[src/rtl/tx_credit_link_pkg.sv]
// Shared types for the credit-based TX link that feeds the switch ingress port.
package tx_credit_link_pkg;

    typedef logic [31:0] chiplet_word_t;

    typedef enum logic [1:0] {
        LINK_DOWN = 2'd0,
        IDLE      = 2'd1,
        SEND      = 2'd2
    } tx_link_state_e;

    typedef struct packed {
        logic          last;
        chiplet_word_t data;
    } link_flit_t;

endpackage

[src/rtl/tx_credit_link_credit_counter.sv]
// Saturating up/down credit counter: loads MAX on reset or clear, flags
// (sticky) a credit return that would overflow the switch buffer count.
module credit_counter #(
    parameter int MAX = 8,
    parameter int W   = $clog2(MAX + 1)
) (
    input  logic         clk,
    input  logic         rst,
    input  logic         clr,
    input  logic         inc,
    input  logic         dec,
    output logic [W-1:0] count,
    output logic         err
);

    always_ff @(posedge clk) begin
        if (rst) begin
            count <= W'(MAX);
            err   <= 1'b0;
        end else if (clr) begin
            // Clear restores the full credit pool but keeps the error history.
            count <= W'(MAX);
        end else begin
            case ({inc, dec})
                2'b10: begin
                    if (count == W'(MAX)) err <= 1'b1;
                    else                  count <= count + W'(1);
                end
                2'b01: begin
                    if (count != '0) count <= count - W'(1);
                end
                default: ;
            endcase
        end
    end

endmodule

[src/rtl/tx_credit_link.sv]
// Credit-gated flit forwarder from the endpoint TX path to the switch ingress.
// Optional statistics counters are built when TX_CREDIT_LINK_STATS_EN is defined.
//
//   state     | meaning
//   LINK_DOWN | switch not ready; buffer flushed, credits at MAX, no traffic
//   IDLE      | link up, between packets
//   SEND      | link up, a packet has been started but its last flit not sent
module tx_credit_link
    import tx_credit_link_pkg::*;
#(
    parameter  int DEPTH       = 8,
    parameter  int MAX_CREDITS = 8,
    localparam int CRED_W      = $clog2(MAX_CREDITS + 1)
) (
    input  logic              clk,
    input  logic              rst,
    input  logic              link_up,
    input  logic              in_valid,
    output logic              in_ready,
    input  logic [31:0]       in_flit,
    input  logic              in_last,
    output logic              out_valid,
    output logic [31:0]       out_flit,
    output logic              out_last,
    input  logic              credit_return,
    output logic [CRED_W-1:0] credits,
    output logic              credit_err,
    output logic              busy
`ifdef TX_CREDIT_LINK_STATS_EN
    ,
    output logic [15:0]       pkt_count,
    output logic [15:0]       stall_count
`endif
);

    localparam int PTR_W = $clog2(DEPTH);
    localparam int CNT_W = $clog2(DEPTH + 1);

    tx_link_state_e state;

    link_flit_t     mem [DEPTH];
    logic [PTR_W-1:0] head;
    logic [PTR_W-1:0] tail;
    logic [CNT_W-1:0] count;

    logic       link_active;
    logic       full;
    logic       empty;
    logic       push;
    logic       send;
    link_flit_t head_flit;

    assign link_active = (state != LINK_DOWN);
    assign full        = (count == CNT_W'(DEPTH));
    assign empty       = (count == '0);
    assign head_flit   = mem[head];

    assign in_ready = link_active && !full;
    assign push     = in_valid && in_ready;
    // A falling link_up suppresses any send in the same cycle.
    assign send     = link_active && link_up && !empty && (credits != '0);
    assign busy     = (state == SEND) || !empty;

    credit_counter #(
        .MAX (MAX_CREDITS),
        .W   (CRED_W)
    ) u_credit_counter (
        .clk   (clk),
        .rst   (rst),
        .clr   (!link_up),
        .inc   (credit_return),
        .dec   (send),
        .count (credits),
        .err   (credit_err)
    );

    always_ff @(posedge clk) begin
        if (push) mem[tail] <= '{last: in_last, data: in_flit};
    end

    always_ff @(posedge clk) begin
        if (rst || !link_up) begin
            head  <= '0;
            tail  <= '0;
            count <= '0;
        end else begin
            if (push) tail <= tail + PTR_W'(1);
            if (send) head <= head + PTR_W'(1);
            case ({push, send})
                2'b10:   count <= count + CNT_W'(1);
                2'b01:   count <= count - CNT_W'(1);
                default: ;
            endcase
        end
    end

    always_ff @(posedge clk) begin
        if (rst) begin
            state     <= LINK_DOWN;
            out_valid <= 1'b0;
            out_flit  <= '0;
            out_last  <= 1'b0;
        end else if (!link_up) begin
            state     <= LINK_DOWN;
            out_valid <= 1'b0;
        end else begin
            out_valid <= send;
            if (send) begin
                out_flit <= head_flit.data;
                out_last <= head_flit.last;
            end
            case (state)
                LINK_DOWN: state <= IDLE;
                IDLE:      if (send && !head_flit.last) state <= SEND;
                SEND:      if (send && head_flit.last)  state <= IDLE;
                default:   state <= LINK_DOWN;
            endcase
        end
    end

`ifdef TX_CREDIT_LINK_STATS_EN
    // Statistics survive link loss; only rst clears them.
    always_ff @(posedge clk) begin
        if (rst) begin
            pkt_count   <= '0;
            stall_count <= '0;
        end else begin
            if (send && head_flit.last)    pkt_count   <= pkt_count + 16'd1;
            if ((state == SEND) && !send)  stall_count <= stall_count + 16'd1;
        end
    end
`endif

endmodule

[config.mk]
export PLATFORM = sky130hd
export DESIGN_NAME = tx_credit_link
export DESIGN_NICKNAME = d
export VERILOG_FILES = /design/src/rtl/tx_credit_link_pkg.sv /design/src/rtl/tx_credit_link_credit_counter.sv /design/src/rtl/tx_credit_link.sv
export SDC_FILE = /design/constraint.sdc
export NUM_CORES = 1
export LEC_CHECK = 0
export ABC_AREA = 1
export BUFFER_PORTS_ARGS = -buffer_cell sky130_fd_sc_hd__buf_2
export CORE_UTILIZATION = 56
export CTS_CLUSTER_DIAMETER = 30
export DETAILED_ROUTE_END_ITERATION = 10
export MAX_ROUTING_LAYER = met4
export PLACE_DENSITY = 0.73
export SYNTH_ARGS = -nofsm -noshare
export SYNTH_HDL_FRONTEND = slang
export SYNTH_SLANG_ARGS = --single-unit
[constraint.sdc]
create_clock -name clk -period 3.05 [get_ports clk]
set_input_delay 0.4575 -clock clk [delete_from_list [all_inputs] [get_ports clk]]
set_output_delay 0.4575 -clock clk [all_outputs]
set_load 0.005 [all_outputs]
==> results.cfg <==
[outcome]
status = finished clean

[finish]
multi_input_area_um2 = 2840
drive_gt1_frac = 0.186
final_cell_mix = 264 x edfxtp_1, 173 x o21ai_0, 152 x nor2_1
final_common_cell = edfxtp_1
syn2layout_area_growth_pct = 20.8
nets = 1104
num_antenna_cells = 0
regArea_um2 = 9010
final.fill_count = 1442

[clock_tree]
cts_tree = yes
cts_buffer_depth = 3
ctsResizeCount = 0
cts_buffers = 55
post-cts-setup-buffers = 0
clock_latency_ns = 0.54
path_clk_slew_ns = 0.05
htreeDepth = 2
cts_num_sinks = 318
postCtsHoldBufs = 0
cts_root_buf = clkbuf_16

[placement]
portBuffers = 78
gp_congestion = 0.848
hpwlAfterDp_mm = 13.8

[worst_setup_path]
crit_required_ns = 3.28
r2r-end = mem[3][10]$_DFFE_PP_
r2r_cells = 7
cpPeakStageDelay_ns = 0.54
criticalPathCategory = reg2reg
ff2ff_setup_slack_ns = 0.64
crit_path_cell_trace = inv_1 -> a31oi_1 -> nand2_1 -> nor2_1 -> inv_1 -> nor2_4 -> buf_4
path_max_fanout = 19
crit_arrival_ns = 2.64
cp_top_family = simple AND/OR/NAND/NOR gates
end_kind = register
cp_common_cell = inv_1
cp-start-kind = register
crit_slowest_cell = nor2_4
r2r-start = count[2]$_SDFFE_PP0P_
cp_num_buf_inv = 3

[logic_synthesis]
synth-seq-cells = 318
synth_edf_count = 264
yosysWarnings = 0
syn_area_per_cell_um2 = 12.7
synth_async_sr_flop_share = 0
synth_mux_area_frac = 0
netlist_top_cells_area = edfxtp_1 65%, dfxtp_1 8.9%, o21ai_0 7.1%
synthAdderAreaFrac = 0.00616
ys.flop_type = edfxtp_1
synth_xor_area_frac = 0.00216
synth_nets = 1006
synth_top_area_cell = edfxtp_1
netlist_instances = 962
syn_area_um2 = 12200
synth_simple_gate_area_frac = 0.0740
synth_top_family_by_area = compound AO/OA/AOI/OAI gates
yosysSeqAreaShare = 0.739
yosysTopAreaCellShare = 0.651
synth-compound-area-share = 0.145
ys_types = 31

[power_and_ir_drop]
p_per_area_nw_per_um2 = 732
peakVddDrop_v = 0.000481
finalPower_w = 0.0108
power.leakage_nw = 5.28

[floorplanning]
start_util = 0.576
fp.coreArea_um2 = 21200
dieArea_um2 = 22300
dieWidth_um = 149
num_io_pins = 79
fp-row-count = 53
die_h_um = 149

[global_routing]
antenna_found_initial = 0
grt-ovfl-total = 0
grt_pass1_wl_mm = 40.7
track_usage = 0.246
grt_max_degree = 133
grt_pass1_vias = 7795

[routing]
via_count = 7998
drtIter0Drc = 639
routed_wirelength_mm = 25.8
dr.pass1.iters = 5
viasPerCell = 5.79
wire_per_inst_um = 18.7
drc = 0
ant_nets = 0

[timing]
clock_skew_ns = 0.0149
tns_ns = 0
fin_crit_sh = 0.790
tightest_slew_ns = 0.731
worst_slew_margin_rel = 0.513
drv_slew = 0
period_needed_ns = 2.41
grt_setup_unrepaired = false
setup_viol = 0
finalHoldViolCount = 0
max_clock_freq_mhz = 415

[worst_hold_path]
hp-class = in2reg
hold_end = mem[3][31]$_DFFE_PP_
min-delay-start = in_flit[31]
hold_depth = 1

[job]
maxCapViolCount = 0
## metrics by stage
| step | setup WS, ns | instance area [um2] | cells | hold WS [ns] | util |
|---|---|---|---|---|---|
| 2_1_floorplan | 0.170 | 12200 | 962 | 0.447 | - |
| 3_3_place_gp | 0.712 | 12900 | 1278 | 0.437 | 0.610 |
| 3_5_place_dp | 0.613 | 12900 | 1278 | 0.440 | 0.610 |
| 4_1_cts | 0.595 | 14700 | 1381 | 0.158 | 0.696 |
| 5_1_grt | 0.435 | 14700 | 1381 | 0.172 | 0.696 |
| 6_report | 0.640 | 14700 | 1381 | 0.177 | 0.696 |
## logic make-up (layout without fill, tap and decap cells)
logic type | after synthesis | in the layout
AOI/OAI and AO/OA | 321 | 321
xor gates and xnor gates | 3 | 3
adders and majority gates | 6 | 6
buffers and inverters | 89 | 233
DFF | 318 | 318
and+or+nand+nor | 225 | 225
## synth_stat cells (16+ instances only)
cell type / n
a21oi_1: 47
buf_2: 16
clkbuf_1: 33
dfxtp_1: 54
edfxtp_1: 264
inv_1: 27
nand2_1: 37
nor2_1: 160
o21ai_0: 173
o21ai_1: 35
o221ai_1: 32
o22ai_1: 32
## metal layers
layer,GRT usage,routed length [um],vias to the layer above
met5,-,0,-
met4,0.0898,503,0
met3,0.0427,1690,48
met2,0.394,12800,309
met1,0.318,10900,3867
li1,-,-,3774
## cell type report
type | instances | share of cell area
Tap cell | 275 | 0.0234
Inverter | 29 | 0.00748
Clock inverter | 39 | 0.0247
Timing Repair Buffer | 101 | 0.0408
Clock buffer | 64 | 0.0987
Sequential cell | 318 | 0.612
Multi-Input combinational cell | 555 | 0.193
## flip-flops by register name, summed over array words and instances (netlist names), named ones only
signal / flops
out_last: 1
count: 4
mem: 264
u_credit_counter.err: 1
tail: 3
out_flit: 32
out_valid: 1
u_credit_counter.count: 4
state: 2
head: 3
## worst max-delay path by stage
stage	start	end	slack, ns	cells after the start
final	count[2]$_SDFFE_PP0P_	mem[3][10]$_DFFE_PP_	0.64	7
after floorplan	count[1]$_SDFFE_PP0P_	mem[1][0]$_DFFE_PP_	0.17	6
after detailed placement	count[2]$_SDFFE_PP0P_	mem[3][32]$_DFFE_PP_	0.61	7
after CTS	count[2]$_SDFFE_PP0P_	mem[3][10]$_DFFE_PP_	0.60	7
after global routing	count[2]$_SDFFE_PP0P_	mem[3][10]$_DFFE_PP_	0.43	7
after global placement	count[2]$_SDFFE_PP0P_	mem[3][32]$_DFFE_PP_	0.71	7
## power breakdown
part           switching [W]  total, W  internal (W)  leakage, nW
clock network        0.00198   0.00587       0.00389        0.882
registers         0.00000795   0.00474       0.00473         2.81
logic               0.000113  0.000159     0.0000464         1.59
No activity file was read; power rests on OpenSTA's default activity.
